**src/rtl/lcd_spi_rx_if.sv**
```systemverilog
// Pin-level SPI inputs and decoded outputs of the LCD SPI receiver.
// The master modport is the LCD host side; the slave modport is the receiver.
interface lcd_spi_rx_if;
  logic        lcd_cs_in;
  logic        lcd_clk_in;
  logic        lcd_data_in;
  logic        lcd_dc_in;
  logic        cmd_valid;
  logic [7:0]  cmd_code;
  logic        pix_we;
  logic [7:0]  pix_x;
  logic [7:0]  pix_y;
  logic [15:0] pix_data;
  logic        disp_on;
  logic        sleep_n;

  modport master (
    output lcd_cs_in, lcd_clk_in, lcd_data_in, lcd_dc_in,
    input  cmd_valid, cmd_code, pix_we, pix_x, pix_y, pix_data, disp_on, sleep_n
  );

  modport slave (
    input  lcd_cs_in, lcd_clk_in, lcd_data_in, lcd_dc_in,
    output cmd_valid, cmd_code, pix_we, pix_x, pix_y, pix_data, disp_on, sleep_n
  );
endinterface

```
**src/rtl/lcd_spi_rx.sv**
```systemverilog
// SPI LCD controller receiver: deserialises SPI bytes and decodes CASET/RASET/RAMWR into pixel writes.
// Optional feature LCD_RX_BYTE_TIMEOUT_EN discards a partial byte after TIMEOUT_CYC idle clk cycles.
module lcd_spi_rx #(
  parameter logic [7:0]  LCD_W       = 8'd132,
  parameter logic [7:0]  LCD_H       = 8'd162,
  parameter logic [15:0] TIMEOUT_CYC = 16'd1024
) (
  input logic        clk,
  input logic        rst_n_in,
  lcd_spi_rx_if.slave bus
);

  localparam logic [7:0] LAST_X = LCD_W - 8'd1;
  localparam logic [7:0] LAST_Y = LCD_H - 8'd1;

  typedef enum logic [2:0] {
    CMD,
    CASET_P,
    RASET_P,
    RAMWR,
    SKIP
  } state_e;

  logic [1:0]  csSync_q, sclSync_q, sdaSync_q, dcSync_q;
  logic        sclPrev_q;
  logic        sclRise, csLow;

  logic [2:0]  bitCnt_q, bitCnt_d;
  logic [7:0]  shift_q, shift_d;
  logic        byteValid_q, byteValid_d;
  logic        byteDc_q, byteDc_d;

  state_e      state_q, state_d;
  logic [1:0]  paramCnt_q, paramCnt_d;
  logic [7:0]  xs_q, xs_d, xe_q, xe_d, ys_q, ys_d, ye_q, ye_d;
  logic [7:0]  x_q, x_d, y_q, y_d;
  logic [7:0]  hi_q, hi_d;
  logic        hiValid_q, hiValid_d;
  logic        cmdValid_q, cmdValid_d;
  logic [7:0]  cmdCode_q, cmdCode_d;
  logic        pixWe_q, pixWe_d;
  logic [7:0]  pixX_q, pixX_d, pixY_q, pixY_d;
  logic [15:0] pixData_q, pixData_d;
  logic        dispOn_q, dispOn_d;
  logic        sleepN_q, sleepN_d;

  logic [7:0]  xeClamp, xeNew, yeClamp, yeNew;

`ifdef LCD_RX_BYTE_TIMEOUT_EN
  logic [15:0] idleCnt_q, idleCnt_d;
`else
  logic        unusedTimeout;
  assign unusedTimeout = ^TIMEOUT_CYC;
`endif

  // Two-flop synchronizers on every SPI pin; SCL edge detect runs on the synchronized copy
  always_ff @(posedge clk) begin
    if (!rst_n_in) begin
      csSync_q  <= '0;
      sclSync_q <= '0;
      sdaSync_q <= '0;
      dcSync_q  <= '0;
      sclPrev_q <= 1'b0;
    end else begin
      csSync_q  <= {csSync_q[0],  bus.lcd_cs_in};
      sclSync_q <= {sclSync_q[0], bus.lcd_clk_in};
      sdaSync_q <= {sdaSync_q[0], bus.lcd_data_in};
      dcSync_q  <= {dcSync_q[0],  bus.lcd_dc_in};
      sclPrev_q <= sclSync_q[1];
    end
  end

  assign sclRise = sclSync_q[1] & ~sclPrev_q;
  assign csLow   = ~csSync_q[1];

  always_comb begin
    bitCnt_d    = bitCnt_q;
    shift_d     = shift_q;
    byteValid_d = 1'b0;
    byteDc_d    = byteDc_q;
`ifdef LCD_RX_BYTE_TIMEOUT_EN
    idleCnt_d   = '0;
`endif
    if (!csLow) begin
      bitCnt_d = '0;
    end else if (sclRise) begin
      shift_d = {shift_q[6:0], sdaSync_q[1]};
      if (bitCnt_q == 3'd7) begin
        byteValid_d = 1'b1;
        byteDc_d    = dcSync_q[1];
        bitCnt_d    = '0;
      end else begin
        bitCnt_d = bitCnt_q + 3'd1;
      end
    end
`ifdef LCD_RX_BYTE_TIMEOUT_EN
    else if (bitCnt_q != 3'd0) begin
      if (idleCnt_q == TIMEOUT_CYC - 16'd1) begin
        bitCnt_d = '0;
      end else begin
        idleCnt_d = idleCnt_q + 16'd1;
      end
    end
`endif
  end

  always_ff @(posedge clk) begin
    if (!rst_n_in) begin
      bitCnt_q    <= '0;
      shift_q     <= '0;
      byteValid_q <= 1'b0;
      byteDc_q    <= 1'b0;
`ifdef LCD_RX_BYTE_TIMEOUT_EN
      idleCnt_q   <= '0;
`endif
    end else begin
      bitCnt_q    <= bitCnt_d;
      shift_q     <= shift_d;
      byteValid_q <= byteValid_d;
      byteDc_q    <= byteDc_d;
`ifdef LCD_RX_BYTE_TIMEOUT_EN
      idleCnt_q   <= idleCnt_d;
`endif
    end
  end

  // End coordinates clamp to the panel edge, and never fall below the start coordinate
  assign xeClamp = (shift_q > LAST_X) ? LAST_X : shift_q;
  assign xeNew   = (xs_q > xeClamp) ? xs_q : xeClamp;
  assign yeClamp = (shift_q > LAST_Y) ? LAST_Y : shift_q;
  assign yeNew   = (ys_q > yeClamp) ? ys_q : yeClamp;

  always_comb begin
    state_d    = state_q;
    paramCnt_d = paramCnt_q;
    xs_d       = xs_q;
    xe_d       = xe_q;
    ys_d       = ys_q;
    ye_d       = ye_q;
    x_d        = x_q;
    y_d        = y_q;
    hi_d       = hi_q;
    hiValid_d  = hiValid_q;
    cmdValid_d = 1'b0;
    cmdCode_d  = cmdCode_q;
    pixWe_d    = 1'b0;
    pixX_d     = pixX_q;
    pixY_d     = pixY_q;
    pixData_d  = pixData_q;
    dispOn_d   = dispOn_q;
    sleepN_d   = sleepN_q;

    if (byteValid_q && !byteDc_q) begin
      cmdValid_d = 1'b1;
      cmdCode_d  = shift_q;
      hiValid_d  = 1'b0;
      paramCnt_d = '0;
      state_d    = SKIP;
      case (shift_q)
        8'h2A: state_d = CASET_P;
        8'h2B: state_d = RASET_P;
        8'h2C: begin
          state_d = RAMWR;
          x_d     = xs_q;
          y_d     = ys_q;
        end
        8'h10: sleepN_d = 1'b0;
        8'h11: sleepN_d = 1'b1;
        8'h28: dispOn_d = 1'b0;
        8'h29: dispOn_d = 1'b1;
        default: ;
      endcase
    end else if (byteValid_q) begin
      case (state_q)
        CASET_P: begin
          paramCnt_d = paramCnt_q + 2'd1;
          if (paramCnt_q == 2'd1) xs_d = shift_q;
          if (paramCnt_q == 2'd3) begin
            xe_d    = xeNew;
            state_d = SKIP;
          end
        end
        RASET_P: begin
          paramCnt_d = paramCnt_q + 2'd1;
          if (paramCnt_q == 2'd1) ys_d = shift_q;
          if (paramCnt_q == 2'd3) begin
            ye_d    = yeNew;
            state_d = SKIP;
          end
        end
        RAMWR: begin
          if (!hiValid_q) begin
            hi_d      = shift_q;
            hiValid_d = 1'b1;
          end else begin
            hiValid_d = 1'b0;
            pixWe_d   = 1'b1;
            pixData_d = {hi_q, shift_q};
            pixX_d    = x_q;
            pixY_d    = y_q;
            // Raster walk inside the window, wrapping back to the top-left corner
            if (x_q == xe_q) begin
              x_d = xs_q;
              y_d = (y_q == ye_q) ? ys_q : y_q + 8'd1;
            end else begin
              x_d = x_q + 8'd1;
            end
          end
        end
        default: ;
      endcase
    end
  end

  always_ff @(posedge clk) begin
    if (!rst_n_in) begin
      state_q    <= CMD;
      paramCnt_q <= '0;
      xs_q       <= '0;
      xe_q       <= LAST_X;
      ys_q       <= '0;
      ye_q       <= LAST_Y;
      x_q        <= '0;
      y_q        <= '0;
      hi_q       <= '0;
      hiValid_q  <= 1'b0;
      cmdValid_q <= 1'b0;
      cmdCode_q  <= 8'h00;
      pixWe_q    <= 1'b0;
      pixX_q     <= '0;
      pixY_q     <= '0;
      pixData_q  <= 16'h0000;
      dispOn_q   <= 1'b0;
      sleepN_q   <= 1'b0;
    end else begin
      state_q    <= state_d;
      paramCnt_q <= paramCnt_d;
      xs_q       <= xs_d;
      xe_q       <= xe_d;
      ys_q       <= ys_d;
      ye_q       <= ye_d;
      x_q        <= x_d;
      y_q        <= y_d;
      hi_q       <= hi_d;
      hiValid_q  <= hiValid_d;
      cmdValid_q <= cmdValid_d;
      cmdCode_q  <= cmdCode_d;
      pixWe_q    <= pixWe_d;
      pixX_q     <= pixX_d;
      pixY_q     <= pixY_d;
      pixData_q  <= pixData_d;
      dispOn_q   <= dispOn_d;
      sleepN_q   <= sleepN_d;
    end
  end

  assign bus.cmd_valid = cmdValid_q;
  assign bus.cmd_code  = cmdCode_q;
  assign bus.pix_we    = pixWe_q;
  assign bus.pix_x     = pixX_q;
  assign bus.pix_y     = pixY_q;
  assign bus.pix_data  = pixData_q;
  assign bus.disp_on   = dispOn_q;
  assign bus.sleep_n   = sleepN_q;

endmodule

```
**src/flat_wrapper.sv**
```systemverilog
// flat-port wrapper written by rule: the top's interface ports become plain ports
module lcd_spi_rx_flat 
#(
  parameter logic [7:0]  LCD_W       = 8'd132,
  parameter logic [7:0]  LCD_H       = 8'd162,
  parameter logic [15:0] TIMEOUT_CYC = 16'd1024
)
  (clk, rst_n_in, bus_lcd_cs_in, bus_lcd_clk_in, bus_lcd_data_in, bus_lcd_dc_in, bus_cmd_valid, bus_cmd_code, bus_pix_we, bus_pix_x, bus_pix_y, bus_pix_data, bus_disp_on, bus_sleep_n);
  lcd_spi_rx_if bus_i ();
  input logic clk;
  input logic rst_n_in;
  input wire logic [$bits(bus_i.lcd_cs_in)-1:0] bus_lcd_cs_in;
  input wire logic [$bits(bus_i.lcd_clk_in)-1:0] bus_lcd_clk_in;
  input wire logic [$bits(bus_i.lcd_data_in)-1:0] bus_lcd_data_in;
  input wire logic [$bits(bus_i.lcd_dc_in)-1:0] bus_lcd_dc_in;
  output wire logic [$bits(bus_i.cmd_valid)-1:0] bus_cmd_valid;
  output wire logic [$bits(bus_i.cmd_code)-1:0] bus_cmd_code;
  output wire logic [$bits(bus_i.pix_we)-1:0] bus_pix_we;
  output wire logic [$bits(bus_i.pix_x)-1:0] bus_pix_x;
  output wire logic [$bits(bus_i.pix_y)-1:0] bus_pix_y;
  output wire logic [$bits(bus_i.pix_data)-1:0] bus_pix_data;
  output wire logic [$bits(bus_i.disp_on)-1:0] bus_disp_on;
  output wire logic [$bits(bus_i.sleep_n)-1:0] bus_sleep_n;
  assign bus_i.lcd_cs_in = bus_lcd_cs_in;
  assign bus_i.lcd_clk_in = bus_lcd_clk_in;
  assign bus_i.lcd_data_in = bus_lcd_data_in;
  assign bus_i.lcd_dc_in = bus_lcd_dc_in;
  assign bus_cmd_valid = bus_i.cmd_valid;
  assign bus_cmd_code = bus_i.cmd_code;
  assign bus_pix_we = bus_i.pix_we;
  assign bus_pix_x = bus_i.pix_x;
  assign bus_pix_y = bus_i.pix_y;
  assign bus_pix_data = bus_i.pix_data;
  assign bus_disp_on = bus_i.disp_on;
  assign bus_sleep_n = bus_i.sleep_n;
  lcd_spi_rx #(.LCD_W(LCD_W), .LCD_H(LCD_H), .TIMEOUT_CYC(TIMEOUT_CYC)) u_core (.clk(clk), .rst_n_in(rst_n_in), .bus(bus_i));
endmodule
```
**config.mk**
```make
export PLATFORM = sky130hd
export DESIGN_NAME = lcd_spi_rx_flat
export DESIGN_NICKNAME = d
export VERILOG_FILES = /design/src/rtl/lcd_spi_rx_if.sv /design/src/rtl/lcd_spi_rx.sv /design/src/flat_wrapper.sv
export SDC_FILE = /design/constraint.sdc
export NUM_CORES = 1
export LEC_CHECK = 0
export ABC_AREA = 1
export CORE_MARGIN = 3
export CORE_UTILIZATION = 35
export DETAILED_ROUTE_END_ITERATION = 16
export DONT_BUFFER_PORTS = 1
export GPL_TIMING_DRIVEN = 0
export PLACE_DENSITY = 0.51
export SLEW_MARGIN = 20
export SYNTH_ARGS = -nofsm -noshare
export SYNTH_HDL_FRONTEND = slang
export SYNTH_SLANG_ARGS = --single-unit
```
**constraint.sdc**
```tcl
create_clock -name clk -period 4.25 [get_ports clk]
set_input_delay 1.0625 -clock clk [delete_from_list [all_inputs] [get_ports clk]]
set_output_delay 1.0625 -clock clk [all_outputs]
set_load 0.05 [all_outputs]
```
* After elaboration in Yosys (flattened, before gate mapping)
Cells that the tools add are included.
** Cells by class
- Bitwise operators :: 9
- Muxes and demuxes :: 29
- Reduce and logical (&&, ||, !) cells :: 30
- Order comparisons :: 4
- Equality and inequality tests :: 16
- $add $sub $neg :: 4
** Operators by type and width (number)
- 2-to-1 mux 8 bit :: 17
- equality test 8 x 6 -> 1 bit, second input constant :: 5
- AND reduction 4 bit :: 7
- adder 8 x 1 -> 8 bit, second input constant :: 2
- equality test 8 x 5 -> 1 bit, second input constant :: 2
- equality test 8 bit :: 2
- > comparator 8 bit :: 2
- > comparator 8 bit, second input constant :: 2
- nonzero test 2 bit :: 8
- 2-to-1 mux 3 bit :: 5
- AND reduction 2 bit :: 5
- one-hot mux 3 bit (3 select lines) :: 1
- NOT 1 bit :: 8
- equality test 3 x 2 -> 1 bit, second input constant :: 2
- AND reduction 3 bit :: 2
- OR reduction 2 bit :: 3
- AND reduction 5 bit :: 1
- 2-to-1 mux 1 bit :: 4
- one-hot mux 1 bit (2 select lines) :: 2
- OR reduction 4 bit :: 1
- adder 3 x 1 -> 3 bit, second input constant :: 1
- equality test 3 x 1 -> 1 bit, second input constant :: 1
- equality test 3 bit, second input constant :: 1
- OR reduction 3 bit :: 1
- 7 further kinds :: 7
** Storage, ports and cells
- Output and inout bits :: 44
- Input bits :: 6
- Register bits :: 128
- Logic and storage cells :: 119

* Depth between registers and ports, before layout
- Depth in word-level cells :: 7
- Mapped depth :: 20
- Mapped depth without buffers :: 19

* Least setup slack after synthesis
OpenSTA, ideal clock, no wires.
- Path type :: flip-flop to flip-flop
- From :: reg u_core.shift_q[0]
- To :: reg u_core.ye_q[5]
- Data arrival time :: 2.303 ns
- Stages on the path, launching flop included :: 15
- Buffers on the path :: 0
- Data required time :: 4.130 ns
- Library setup time :: 0.120 ns
- Path slack :: 1.827 ns
- Clock period less this slack :: 2.423 ns
- Cells stage by stage :: dfxtp_1 clkinv_1 nor3_1 nand2_1 o21a_1 nor2_1 inv_1 ha_1 nand2_1 o21ai_0 nand2_1 nand2_1 nand2_1 o211ai_1 nand2_1
** On the way
- Word-level cells in the longest chain between the ends :: 4
** Ends and longest elaborated chain
- from (decl) :: RTL line lcd_spi_rx.sv:29 : logic [7:0] shift_q, shift_d;
- from (signal assigned) :: RTL line lcd_spi_rx.sv:118 : shift_q <= shift_d;
- > comparator 8 bit :: RTL line lcd_spi_rx.sv:130 : assign yeClamp = (shift_q > LAST_Y) ? LAST_Y : shift_q;
- 2-to-1 mux 8 bit (*) :: RTL line lcd_spi_rx.sv:130
- > comparator 8 bit :: RTL line lcd_spi_rx.sv:131 : assign yeNew = (ys_q > yeClamp) ? ys_q : yeClamp;
- 2-to-1 mux 8 bit (*) :: RTL line lcd_spi_rx.sv:131
- to (signal assigned) :: RTL line lcd_spi_rx.sv:241 : ye_q <= ye_d;
- to (decl) :: RTL line lcd_spi_rx.sv:35 : logic [7:0] xs_q, xs_d, xe_q, xe_d, ys_q, ys_d, ye_q, ye_d;
Mark *: on every way between the ends. The rest lies on a longest branch, timed or not.
A chain may end at the register's enable or synchronous reset.

* Final worst setup path
- From :: reg u_core.shift_q[0]
- To :: reg u_core.ye_q[3]
The elaborated chain is that of the path after synthesis.

==> impl_metrics.yaml <==
run_status:
  status: "complete, no violations"
drt:
  vias: 5274
  drt-met1-wl_um: 7790
  wl_per_cell_um: 15.1
  vias_per_cell: 4.83
  routed.top_layer: "met4"
  drc_errors: 0
  drt_iter0_drc: 344
  wl_met3_um: 753
  dr.pass1.iters: 5
  drt_wl_total_um: 16500
  ant_nets: 0
  routed-wl-met2_um: 7660
layout:
  antennaDiodeCount: 0
  nNetsFinal: 886
  area_growth_pct: 14.1
  drive_gt1_frac: 0.0712
  postLayoutCoreUtil: 0.410
  final_cells: 1091
cts:
  cts_inserted_buffers: 17
  cts_num_sinks: 128
  hold_buffers: 0
  clockBufferDepth: 2
  ctsResizeCount: 0
  h-tree-depth: 4
  cts_tree: "done"
  path_clk_slew_ps: 60
  clockRootBuffer: "clkbuf_16"
  clk_latency_ps: 430
  cts_setup_buffers: 0
grt:
  grt_pass1_wl_um: 26500
  antenna_found_initial: 0
  grt_overflow: 0
  grt_max_degree: 17
  grt_pass1_vias: 4862
  track_usage: 0.186
placed_design:
  dp.cells: 1059
  place_ws_ps: 1040
  gp_congestion: 0.833
  io_buffers: 0
  hpwl_um: 12100
sta:
  drv_slew: 0
  relSlewSlack: 0.472
  fin_crit_sh: 0.780
  holdWs_ps: 411
  fin_crit_ps: 3310
  rsz0062_at_grt: "no"
  finalHoldViolCount: 0
  tns_ps: 0
  fmax_ghz: 0.302
  setup_ws_ps: 935
  worst_slew_pin_slew_ps: 791
  fin_worst_skew_ps: 9.81
  finalSetupViolCount: 0
setup_path:
  reg2regPathDepth: 16
  worstPathArrival_ps: 3640
  cp-endpoint: "u_core.ye_q[3]"
  cp-start-kind: "flop"
  startpoint: "u_core.shift_q[0]"
  r2r-end: "u_core.ye_q[3]"
  reg2reg_from: "u_core.shift_q[0]"
  r2r_slack_ps: 940
  critPathMaxFanout: 10
  required_ps: 4580
  cp-end-kind: "flop"
  path_class: "flop to flop"
synth:
  syn_inst: 839
  avgSynthCellArea_um2: 7.13
  yosys.area.top_type: "dfxtp_1"
  synth_warnings: 0
  ys_seq_elements: 128
  ys_types: 39
  synth_edf_count: 0
  synth_seq_area_share: 0.428
  synthTopCellsByCount: "148 x nand2_1, 128 x dfxtp_1, 120 x inv_1"
  syn_nets: 867
  ys_async_sr_fraction: 0
  synth_top_area_frac: 0.428
  netlist_area_um2: 5980
  synth_flop_cell: "dfxtp_1"
  yosysMostFrequentCell: "nand2_1"
  synthTopCellsByArea: "dfxtp_1 43%, nand2_1 9.3%, a21oi_1 8.4%"
min_path:
  min_path_type: "flop to flop"
pwr:
  p_leak_uw: 0.00287
  peakVddDrop_v: 0.000290
  p_per_area_nw_per_um2: 407
floorplan:
  dieHeight_um: 137
  die_w_um: 137
  core_um2: 16600
  fp.dieArea_um2: 18700
  row_count: 47
  pin_count: 50
  start_util: 0.360
flow_run:
  drv_cap: 0
## layout by cell type (no fill, tap or decap), types with 14 or more instances in the layout
cell type,n
clkbuf_1,23
xnor2_1,14
o21ai_0,87
nand3_1,50
a21oi_1,100
dfxtp_1,128
clkbuf_16,17
ha_1,22
nor2_1,78
nand2_1,148
inv_1,120
## power by group
part / leakage, uW / internal, uW / total (uW) / switching (uW)
Sequential: 0.00103 / 1210 / 1220 / 7.63
Combinational: 0.00156 / 33.9 / 139 / 105
Clock: 0.000276 / 831 / 1420 / 593
Total: 0.00287 / 2070 / 2780 / 706
## layer usage
metal,up-vias,GRT usage
met5,-,0
met4,0,0.0666
met3,19,0.0393
met2,98,0.297
met1,2405,0.249
li1,2752,-
## state kept, by name (all words and copies together) (netlist names), 8 cells and up
signal / cells
u_core.bus.cmd_code: 8
u_core.bus.pix_data: 16
u_core.bus.pix_x: 8
u_core.bus.pix_y: 8
u_core.hi_q: 8
u_core.shift_q: 8
u_core.x_q: 8
u_core.xe_q: 8
u_core.xs_q: 8
u_core.y_q: 8
u_core.ye_q: 8
u_core.ys_q: 8
## critical path, cell delays in order, from the launching register on
cell      delay, ps
dfxtp_1         480
clkinv_1        460
nor3_1          390
nand2_1          90
o21a_1          200
nor2_1          170
inv_1            60
ha_1            290
nand2_1          60
o21ai_0         180
nand2_1          70
nand2_1         200
nand2_1         250
nand2_1         130
nand3_1          80
nand2_1          70
inv_1            40
## metrics by stage
step | cell area, um2 | total power (uW)
3_3_place_gp | 6260 | 1380
6_report | 6830 | 2780
5_1_grt | 6830 | 2880
2_1_floorplan | 5980 | 1340
4_1_cts | 6830 | 2800
3_5_place_dp | 6260 | 1380
## area by class of cell
type | instances | area [um2]
fillers | 1788 | 9810
plain buffers | 35 | 154
flip-flops and latches | 128 | 2560
inverters | 129 | 487
multi-input cells | 547 | 2780
well taps | 220 | 275
clock inverters | 13 | 125
clock buffers | 19 | 443
## worst min path at each step
stage | from | depth (start not counted) | end | slack (ps)
after CTS | u_core.sclSync_q[0] | 2 | u_core.sclSync_q[1] | 410
after detailed placement | u_core.sclSync_q[0] | 2 | u_core.sclSync_q[1] | 400
after floorplan | u_core.csSync_q[0] | 2 | u_core.csSync_q[1] | 390
after global placement | u_core.sclSync_q[0] | 2 | u_core.sclSync_q[1] | 400
final | u_core.sclSync_q[0] | 2 | u_core.sclSync_q[1] | 410
after global routing | u_core.sclSync_q[0] | 2 | u_core.sclSync_q[1] | 420
## cells by family (layout without fill, tap and decap cells)
kind of cell	count (synthesis)	count (layout)	share of synthesized area
compound gates	206	206	0.181
xor+xnor	15	15	0.0220
buf+inv	164	196	0.107
simple gates	304	304	0.216
fa+ha+maj	22	22	0.0460
flops	128	128	0.428
Power figures use the tool's default switching activity.
